--- src/rtl/blink_seq_ctrl.sv ---
// blink_seq_ctrl: plays a table of {period, high, rep} blink steps on o.
// Define BLINK_SEQ_READBACK_EN to add the combinational cfg_rdata port.
module blink_seq_ctrl #(
  parameter  int CNT_W = 24,
  parameter  int STEPS = 4,
  parameter  int REP_W = 8,
  localparam int AW    = $clog2(STEPS)
) (
  input  logic             clk,
  input  logic             rst,
  input  logic             cfg_we,
  input  logic [AW-1:0]    cfg_addr,
  input  logic [CNT_W-1:0] cfg_period,
  input  logic [CNT_W-1:0] cfg_high,
  input  logic [REP_W-1:0] cfg_rep,
  input  logic             start,
  input  logic             stop,
  input  logic             loop_en,
`ifdef BLINK_SEQ_READBACK_EN
  output logic [2*CNT_W+REP_W-1:0] cfg_rdata,
`endif
  output logic             o,
  output logic             busy,
  output logic [AW-1:0]    step_idx,
  output logic             step_done,
  output logic             done
);

  typedef enum logic {IDLE, RUN} state_t;

  localparam logic [CNT_W-1:0] CNT_ONE = CNT_W'(1);
  localparam logic [REP_W-1:0] REP_ONE = REP_W'(1);
  localparam logic [AW-1:0]    IDX_ONE = AW'(1);

  logic [CNT_W-1:0] tbl_per [STEPS];
  logic [CNT_W-1:0] tbl_hi  [STEPS];
  logic [REP_W-1:0] tbl_rep [STEPS];

  state_t           state_q, state_d;
  logic [CNT_W-1:0] cnt_q, cnt_d;
  logic [REP_W-1:0] rcnt_q, rcnt_d;
  logic [AW-1:0]    idx_q, idx_d;
  logic [CNT_W-1:0] per_q, per_d;
  logic [CNT_W-1:0] hi_q, hi_d;
  logic [REP_W-1:0] rep_q, rep_d;

  logic             ld;
  logic [AW-1:0]    ld_idx;
  logic [AW-1:0]    nidx;
  logic             win_end;
  logic             sd_d, dn_d;
  logic             o_d, busy_d;

  always_ff @(posedge clk or posedge rst) begin
    if (rst) begin
      for (int i = 0; i < STEPS; i++) begin
        tbl_per[i] <= '0;
        tbl_hi[i]  <= '0;
        tbl_rep[i] <= '0;
      end
    end else if (cfg_we) begin
      tbl_per[cfg_addr] <= cfg_period;
      tbl_hi[cfg_addr]  <= cfg_high;
      tbl_rep[cfg_addr] <= cfg_rep;
    end
  end

`ifdef BLINK_SEQ_READBACK_EN
  assign cfg_rdata = {tbl_per[cfg_addr],
                      tbl_hi[cfg_addr],
                      tbl_rep[cfg_addr]};
`endif

  always_ff @(posedge clk or posedge rst) begin
    if (rst) begin
      state_q   <= IDLE;
      cnt_q     <= '0;
      rcnt_q    <= '0;
      idx_q     <= '0;
      per_q     <= '0;
      hi_q      <= '0;
      rep_q     <= '0;
      o         <= 1'b0;
      busy      <= 1'b0;
      step_done <= 1'b0;
      done      <= 1'b0;
    end else begin
      state_q   <= state_d;
      cnt_q     <= cnt_d;
      rcnt_q    <= rcnt_d;
      idx_q     <= idx_d;
      per_q     <= per_d;
      hi_q      <= hi_d;
      rep_q     <= rep_d;
      o         <= o_d;
      busy      <= busy_d;
      step_done <= sd_d;
      done      <= dn_d;
    end
  end

  assign step_idx = idx_q;

  always_comb begin
    state_d = state_q;
    cnt_d   = cnt_q;
    rcnt_d  = rcnt_q;
    idx_d   = idx_q;
    per_d   = per_q;
    hi_d    = hi_q;
    rep_d   = rep_q;
    sd_d    = 1'b0;
    dn_d    = 1'b0;
    ld      = 1'b0;
    ld_idx  = '0;
    nidx    = idx_q + IDX_ONE;
    win_end = (cnt_q == per_q - CNT_ONE);
    unique case (state_q)
      IDLE: begin
        idx_d = '0;
        if (start && !stop) begin
          if (tbl_per[0] != '0) begin
            state_d = RUN;
            ld      = 1'b1;
          end else begin
            dn_d = 1'b1;
          end
        end
      end
      RUN: begin
        if (stop) begin
          state_d = IDLE;
          idx_d   = '0;
        end else if (!win_end) begin
          cnt_d = cnt_q + CNT_ONE;
        end else if (rcnt_q != rep_q) begin
          cnt_d  = '0;
          rcnt_d = rcnt_q + REP_ONE;
        end else begin
          sd_d = 1'b1;
          // a wrap without loop_en ends just like a terminator
          if ((nidx != '0 || loop_en) &&
              tbl_per[nidx] != '0) begin
            ld     = 1'b1;
            ld_idx = nidx;
          end else if (loop_en && tbl_per[0] != '0) begin
            ld = 1'b1;
          end else begin
            state_d = IDLE;
            idx_d   = '0;
            dn_d    = 1'b1;
          end
        end
      end
    endcase
    if (ld) begin
      idx_d  = ld_idx;
      cnt_d  = '0;
      rcnt_d = '0;
      per_d  = tbl_per[ld_idx];
      hi_d   = tbl_hi[ld_idx];
      rep_d  = tbl_rep[ld_idx];
    end
  end

  always_comb begin
    busy_d = (state_d == RUN);
    o_d    = busy_d && (cnt_d < hi_d);
  end

endmodule

--- config.mk ---
export PLATFORM = sky130hd
export DESIGN_NAME = blink_seq_ctrl
export DESIGN_NICKNAME = d
export VERILOG_FILES = /design/src/rtl/blink_seq_ctrl.sv
export SDC_FILE = /design/constraint.sdc
export NUM_CORES = 1
export LEC_CHECK = 0
export CAP_MARGIN = 30
export CELL_PAD_IN_SITES_DETAIL_PLACEMENT = 0
export CELL_PAD_IN_SITES_GLOBAL_PLACEMENT = 1
export CORE_ASPECT_RATIO = 1.25
export CORE_MARGIN = 10
export CORE_UTILIZATION = 50
export DETAILED_ROUTE_END_ITERATION = 10
export HOLD_SLACK_MARGIN = 0.12
export PLACE_DENSITY_LB_ADDON = 0.2
export SYNTH_ARGS = -nofsm -noshare
export SYNTH_HDL_FRONTEND = slang
export SYNTH_SLANG_ARGS = --single-unit
--- constraint.sdc ---
create_clock -name clk -period 15.3 [get_ports clk]
set_input_delay 3.06 -clock clk [delete_from_list [all_inputs] [get_ports clk]]
set_output_delay 3.06 -clock clk [all_outputs]
set_load 0.01 [all_outputs]
Word-level counts from Yosys, hierarchy flattened
Index checks and enable logic that the tools add are counted.

Output and inout port bits: 6. Memories kept: 0. Word-level logic and storage cells: 123. Register bits after elaboration: 318. Bits in latches: 0. Bits in read-only memories: 0. Input port bits: 64. RAM bits: 0.

Order comparisons: 5. Div/mod/pow operators: 0. Shift-type cells: 0. Eq/ne operators: 7. Multiplexer cells: 66. $mul: 0. $add $sub $neg: 4. Bitwise operators: 4. Reduce and logical (&&, ||, !) cells: 15.

Operators by type and width (count): two-way mux 24 bit (13); bitwise mux 96 bit (2); binary-select mux 24 bit (select 2 bit) (3); two-way mux 8 bit (8); demux 24 bit (select 2 bit) (1); nonzero test 24 bit (2); bitwise mux 32 bit (1); adder 24 x 1 -> 24 bit (second input constant) (1); == test 24 bit (1); less-than comparator 24 bit (1); subtractor 24 x 1 -> 24 bit (second input constant) (1); two-way mux 2 bit (11); two-way mux 1 bit (21); binary-select mux 8 bit (select 2 bit) (1); demux 8 bit (select 2 bit) (1); != test 4 bit (second input constant) (3); >= comparator 3 bit (second input constant) (3); inverter 2 -> 3 bit (3); adder 8 x 1 -> 8 bit (second input constant) (1); != test 8 bit (1); AND reduction 4 bit (2); nonzero test 2 bit (4); case mux 1 bit (2 select lines) (3); logical AND 1 bit (5); 8 further kinds (8).

Logic depth before layout (Yosys ltp)
Gate-level depths: netlist of the first run.

Depth after elaboration: 19. Depth in mapped cells: 25.

Worst setup path before layout of the first run
No wires, ideal clock.

Path kind: input -> register. Start: in stop. End: reg o. Cell stages on the path: 17. Arrival: 6.560 ns. Path slack: 8.654 ns. Path through: nand2b_1 clkbuf_1 a211oi_1 a21oi_1 clkbuf_1 clkbuf_1 a22oi_1 ha_1 a21o_1 a21o_1 a21o_1 a21o_1 a21o_1 a21o_1 a221o_1 a211o_1 nor3_1.

Longest elaborated chain between the ends: 9.

Ends and longest elaborated chain: from (decl) (line 17) `input logic stop,`; two-way mux 2 bit (line 131) `if (stop) begin`; two-way mux 2 bit (line 118) `unique case (state_q)`; inverter 2 -> 3 bit (not written as such) (line 161) `hi_d = tbl_hi[ld_idx];`; binary-select mux 24 bit (select 2 bit) (line 161); two-way mux 24 bit (not written as such) (2 in a row) (line 161); two-way mux 24 bit (line 156) `if (ld) begin`; less-than comparator 24 bit (line 168) `o_d = busy_d && (cnt_d < hi_d);`; logical AND 1 bit * (line 168); net o_d (line 52) `logic o_d, busy_d;`; to (signal assigned) (line 83) `o <= 1'b0;`; to (signal assigned) (line 95) `o <= o_d;`; to (decl) (line 22) `output logic o,`.

The timed path passes the listed nets; every way through them passes the cells marked *. The select of a mux whose other input is x is not followed. A chain may end at the register's enable or synchronous reset.

Worst setup path after layout of the first run
Same ends and word-level chain as after synthesis.

==> results of run 1 <==
-- report_power, final --
part | switching (mW) | internal, mW | total, mW
sequential | 0.136 | 0.997 | 1.13
clock | 0.340 | 0.481 | 0.821
combinational | 0.207 | 0.235 | 0.443
total | 0.684 | 1.71 | 2.40
-- critical path: cells and delay by family --
family	cells	cell delay, ns
simple gates	7	1.82
compound gates	9	1.65
buf+inv	3	1.10
fa+ha+maj	1	0.33
-- cell usage after synthesis (10+ instances only) --
cell | instances | area [µm²]
dfrtp_1 | 318 | 7960
mux2_2 | 259 | 2920
a21oi_1 | 80 | 400
mux2i_1 | 69 | 691
nand2_1 | 62 | 233
clkbuf_1 | 61 | 229
nor2_1 | 48 | 180
o22ai_1 | 37 | 231
a21o_1 | 32 | 240
nor4_1 | 32 | 200
nand3_1 | 28 | 140
nand4_1 | 28 | 175
ha_1 | 27 | 338
nor3_1 | 26 | 130
xnor2_1 | 24 | 210
inv_1 | 18 | 67.6
xor2_1 | 16 | 140
a22o_1 | 15 | 131
o21ai_1 | 13 | 65.1
a31oi_1 | 11 | 68.8
buf_2 | 11 | 55.1
nand2b_1 | 10 | 62.6
or4_1 | 10 | 75.1
-- per-stage QoR --
stage | hold WS [ns] | util
CTS | 0.479 | 0.574
global placement | 0.469 | 0.539
detailed placement | 0.465 | 0.539
finish | 0.489 | 0.575
floorplan | 0.439 | -
global route | 0.514 | 0.575
-- worst max path at each step --
stage                     start  endpoint  slack [ns]  cells after the start
after floorplan             rst  cnt_q[0]        3.44                      1
after global placement     stop         o        7.40                     20
after detailed placement   stop         o        7.24                     20
after CTS                  stop         o        7.76                     20
after global routing       stop         o        7.31                     18
final                      stop         o        7.74                     20
-- layer usage --
metal | wire length, µm | global-route usage | vias up
met5 | 0 | 0 | -
met2 | 21000 | 0.374 | 266
li1 | - | - | 5215
met1 | 18100 | 0.258 | 5689
met4 | 1320 | 0.0734 | 0
met3 | 1510 | 0.0264 | 69
-- flip-flops by register name, indices dropped and copies added, names as in the netlist --
signal and flops:
done 1, per_q 24, cnt_q 24, o 1
step_idx 2, rcnt_q 8, tbl_rep 32, step_done 1
rep_q 8, tbl_hi 96, hi_q 24, tbl_per 96
state_q 1
-- area by class of cell --
type | count | area, µm²
Clock buffer | 51 | 1030
Sequential cell | 318 | 7960
Clock inverter | 10 | 78.8
Timing Repair Buffer | 91 | 871
Tap cell | 412 | 515
Multi-Input combinational cell | 954 | 7690
Inverter | 18 | 75.1
Fill cell | 2662 | 13500
-- cells by family after synthesis --
logic type	share of synthesized area
muxes	0.227
DFF	0.497
and+or+nand+nor	0.100
AOI/OAI and AO/OA	0.106
buffers and inverters	0.0257
xor gates and xnor gates	0.0233
adders and majority gates	0.0211
==> metrics.txt, run 1 <==
Synth Flop Type=dfrtp_1; final instance area=0.0182 mm²; Syn. warnings=0; Post-route DRC=0; final non-filler cell total=1,854; Hold Path Class=flop to flop; Worst path slowest cell=clkdlybuf4s50_1; die height=about 220 µm; min Tclk post-route=7.56 ns; register-to-register setup slack=8.06 ns; Worst Hold Path EP=hi_q[0]; Detail Placement HPWL=28,900 µm; Post-synth ARST share=1.00; most common cell after layout, fill and taps aside=dfrtp_1; crit-path cells=clkdlybuf4s50_1 -> nand2b_1 -> buf_4 -> nor2_1 -> nand4_1 -> nor3_2 -> nand2_2 -> buf_4 -> nand2_1 -> a22oi_1 -> ha_1 -> a21o_1 -> a21o_1 -> a21o_1 -> a21o_1 -> a21o_1 -> a21o_1 -> a221o_1 -> a211o_1 -> nor3_1; Synth Cell Area=0.0160 mm²; DRT iter0 DRCs=roughly 630; number of max-cap violations=0; Avg Inst Size Synth=11.7 µm²; setup TNS=0 ns; clock sinks=318; CTS Buffer Depth=3; most frequent cells in the layout=dfrtp_1, mux2_2, a21oi_1; CP Class=input pin to flop; Yosys reg bits=318; CTS H-tree lvls=2; root buf cell=clkbuf_16; Tcrit/Tclk final=0.494; clock skew=0.0166 ns; RSZ-0062 raised after global routing=false; dpl cell area=between 0.015 and 0.02 mm²; vias in the first global route=about 12,000; CTS tree=built; Max stage delay on crit path=0.49 ns; row count=73; status=completed; Netlist cell types=between 70 and 80; crit end category=flop; Vias/cell=6.06; Total Wirelength=about 42,000 µm; clk_lat worst skew=0.53 ns; share of cells above drive strength 1=0.247; number of routed nets with antenna violations=0; WL/cell=22.6 µm; cell count after synthesis=1,373; antenna violations before repair=0; Leak=7.49 nW; I/O Pins=70; final slew viol count=0; syn nets=1,464; GRT Total Usage=0.210; Initial Utilization=0.505; CP startpoint kind=input pin; power consumption=2.40 mW; setup slack at placement=7.24 ns; slew at the pin with the worst max-slew slack=0.926 ns; die area=roughly 0.040 mm²; TritonRoute pass-1 iters=6; Layout area overhead=13.7%; r2r endpoint=o; Hold Crit Start=hi_q[0]; worst hold stages=2; Placer Congestion=0.896; most frequent CP cell=a21o_1; largest net degree at the start of global routing=roughly 110; power per cell area=between 100 and 150 mW/mm²; maximum VDD drop=0.127 mV; Seq/Total Area, Yosys=0.497; post-CTS setup repair buffer count=0; worst r2r src=per_q[0]; final hold viol count=0; GRT overflow=0; Resize count post-CTS=0; diode count=0; Final WS setup=7.74 ns; CORE AREA=0.0317 mm²; Final setup viols=0; first-pass GRT wire length=67,000 µm; Num CTS Buffers=34; Data required, critical path=15.74 ns; Clk pin slew, worst setup/hold paths=0.06 ns; Port Buf Inserts=69; vias=11,200; placed cell count=about 1,800; CP Max Fanout=28; Final nets=1,508; cts hold-fix bufs=0; Slew HR=0.383; die width=roughly 180 µm; data arrival time of the worst path=8.00 ns; Post-synth EDFFs=0; worst r2r path cells=20; fmax=132 MHz
No activity file was read; power rests on OpenSTA's default activity.
==> inputs of run 2 (changes only) <==
clock period = 7.7 ns   (was 15.3 ns; I/O delays follow)
==> run 2 against run 1 <==
Against the previous run:
- critical path depth is 1 lower
- die area stayed put
- power is 100% higher
- design area is 1.1% higher
- critical path type is now flop to flop
- highest routed layer unchanged
- clock power is 120% higher
- largest cell class unchanged
==> metrics.txt, run 2 (synthesis results as in run 1) <==
Detail Placement HPWL=29,600 µm (was 28,900 µm); die height=220 µm (unchanged); GRT overflow=0 (unchanged); worst r2r path cells=19 (was 20); Hold Path Class=flop to flop (unchanged); vias=11,500 (was 11,200); RSZ-0062 raised after global routing=false (unchanged); fmax=~150 MHz; most common cell after layout, fill and taps aside=dfrtp_1 (unchanged); Layout area overhead=15.0% (was 13.7%); Stages on worst setup path=19 (was 20); status=completed (unchanged); CTS Buffer Depth=3 (unchanged); final hold viol count=0 (unchanged); final instance area=0.0184 mm² (was 0.0182 mm²); CP Max Fanout=26 (was 28); Num CTS Buffers=36 (was 34); final slew viol count=0 (unchanged); die area=0.0396 mm² (unchanged); number of max-cap violations=0 (unchanged); crit end category=flop (unchanged); WL/cell=23.2 µm (was 22.6 µm); antenna violations before repair=0 (unchanged); min Tclk post-route=a little under 7 ns; post-CTS setup repair buffer count=0 (unchanged); crit-path cells=inv_1 -> ha_1 -> or4b_1 -> nor4_4 -> a21oi_1 -> or4b_1 -> or4_1 -> nor3_1 -> a21o_2 -> o22ai_1 -> a21o_1 -> ha_1 -> nand4_1 -> or2_2 -> a2111oi_0 -> nand4_1 -> nand2b_1 -> o32ai_1 -> nor3_1 (was clkdlybuf4s50_1 -> nand2b_1 -> buf_4 -> nor2_1 -> nand4_1 -> nor3_2 -> nand2_2 -> buf_4 -> nand2_1 -> a22oi_1 -> ha_1 -> a21o_1 -> a21o_1 -> a21o_1 -> a21o_1 -> a21o_1 -> a21o_1 -> a221o_1 -> a211o_1 -> nor3_1); setup TNS=0 ns (unchanged); row count=73 (unchanged); CTS tree=built (unchanged); CP Class=flop to flop (was input pin to flop); clock skew=0.0131 ns (was 0.0166 ns); final non-filler cell total=1,861 (was 1,854); Tcrit/Tclk final=0.883; buffers plus inverters on the worst setup path=1 (was 3); slew at the pin with the worst max-slew slack=0.917 ns (was 0.926 ns); CTS H-tree lvls=2 (unchanged); root buf cell=clkbuf_16 (unchanged); fill cell count=2,665 (was 2,662); CP startpoint kind=flop (was input pin); first-pass GRT wire length=69,100 µm (was 67,000 µm); vias in the first global route=11,900 (was 12,000); Total Wirelength=43,200 µm (was 41,900 µm); number of routed nets with antenna violations=0 (unchanged); biggest regs=tbl_hi: 96 flops, tbl_per: 96 flops, tbl_rep: 32 flops (unchanged); power per cell area=266 mW/mm² (was 132 mW/mm²); TritonRoute pass-1 iters=5 (was 6); Max stage delay on crit path=0.84 ns (was 0.49 ns); Resize count post-CTS=0 (unchanged); clk_lat worst skew=0.54 ns (was 0.53 ns); Placer Congestion=0.910 (was 0.896); clock sinks=318 (unchanged); Worst path slowest cell=or4_1 (was clkdlybuf4s50_1); Crit path max-delay family=simple AND/OR/NAND/NOR gates (unchanged); Port Buf Inserts=69 (unchanged); Leak=7.59 nW (was 7.49 nW); Initial Utilization=0.505 (unchanged); Final setup viols=0 (unchanged); CORE AREA=0.0317 mm² (unchanged); placed cell count=1,800 (was 1,792); Post-route DRC=0 (unchanged); cts hold-fix bufs=0 (unchanged); most frequent cells in the layout=dfrtp_1, mux2_2, a21oi_1 (unchanged); share of cells above drive strength 1=0.252 (was 0.247); GRT Total Usage=0.217 (was 0.210); Clk pin slew, worst setup/hold paths=0.06 ns (about the same); worst hold stages=2 (unchanged); Slew HR=0.388 (was 0.383); largest net degree at the start of global routing=132 (was 106); diode count=0 (unchanged); Data required, critical path=8.11 ns (was 15.74 ns); maximum VDD drop=0.167 mV (was 0.127 mV); dpl cell area=0.0172 mm² (was 0.0171 mm²); die width=180 µm (unchanged); I/O Pins=70 (unchanged); Final nets=1,517 (was 1,508); data arrival time of the worst path=7.21 ns (was 8.00 ns); Vias/cell=6.17 (was 6.06); DRT iter0 DRCs=748 (was 629); power consumption=4.90 mW (was 2.40 mW)
==> run 2: cell count changes in the layout (fill, tap and decap cells not counted), moves of 2 or more <==
| cell | delta |
|---|---|
| bufinv_16 | +2 |
| clkbuf_16 | +3 |
| buf_12 | +3 |
| clkbuf_1 | -2 |
| clkinv_2 | -3 |
| buf_4 | +5 |
==> run 2: per-stage QoR <==
step | utilization | setup WS (ns) | hold slack, ns
6_report | 0.581 | 0.897 | 0.481
5_1_grt | 0.581 | 0.470 | 0.510
4_1_cts | 0.581 | 0.894 | 0.480
3_5_place_dp | 0.543 | 0.924 | 0.464
3_3_place_gp | 0.542 | 1.04 | 0.468
2_1_floorplan | - | 1.92 | 0.439
==> run 2: routing by layer <==
metal	global-route usage	up-vias	wire length [µm]
met4	0.0794	0	1340
met1	0.271	5889	18400
met5	0	-	0
met2	0.378	300	21400
li1	-	5225	-
met3	0.0307	77	1980
==> run 2: path summary, 6_finish.rpt <==
path                           from  endpoint  slack (ns)
max in group asynchronous       rst  per_q[4]        5.26
setup / recovery           per_q[0]         o        0.90
setup reg to reg           per_q[0]         o        0.90
hold / removal              hi_q[0]   hi_q[0]        0.48
min in group asynchronous       rst  rep_q[5]        1.38
hold reg to reg             hi_q[0]   hi_q[0]        0.48
==> run 2: layout make-up <==
| class | instances | area, µm² | area share |
|---|---|---|---|
| repair buffers | 98 | 963 | 0.0523 |
| multi-input cells | 954 | 7690 | 0.418 |
| well taps | 412 | 515 | 0.0280 |
| inverters | 18 | 71.3 | 0.00387 |
| clock buffers | 51 | 1080 | 0.0586 |
| flip-flops and latches | 318 | 7960 | 0.432 |
| clock inverters | 10 | 143 | 0.00774 |
==> run 2: tightest hold or removal path, stage by stage, from the launching register on <==
cell and delay (ns):
dfrtp_1 0.35, nand2_1 0.05, nand2_1 0.05
==> run 2: where the power goes <==
group / internal (mW) / switching [mW] / total, mW
clock network: 1.08 / 0.693 / 1.77
registers: 1.98 / 0.250 / 2.23
logic: 0.473 / 0.426 / 0.899
total: 3.53 / 1.37 / 4.90
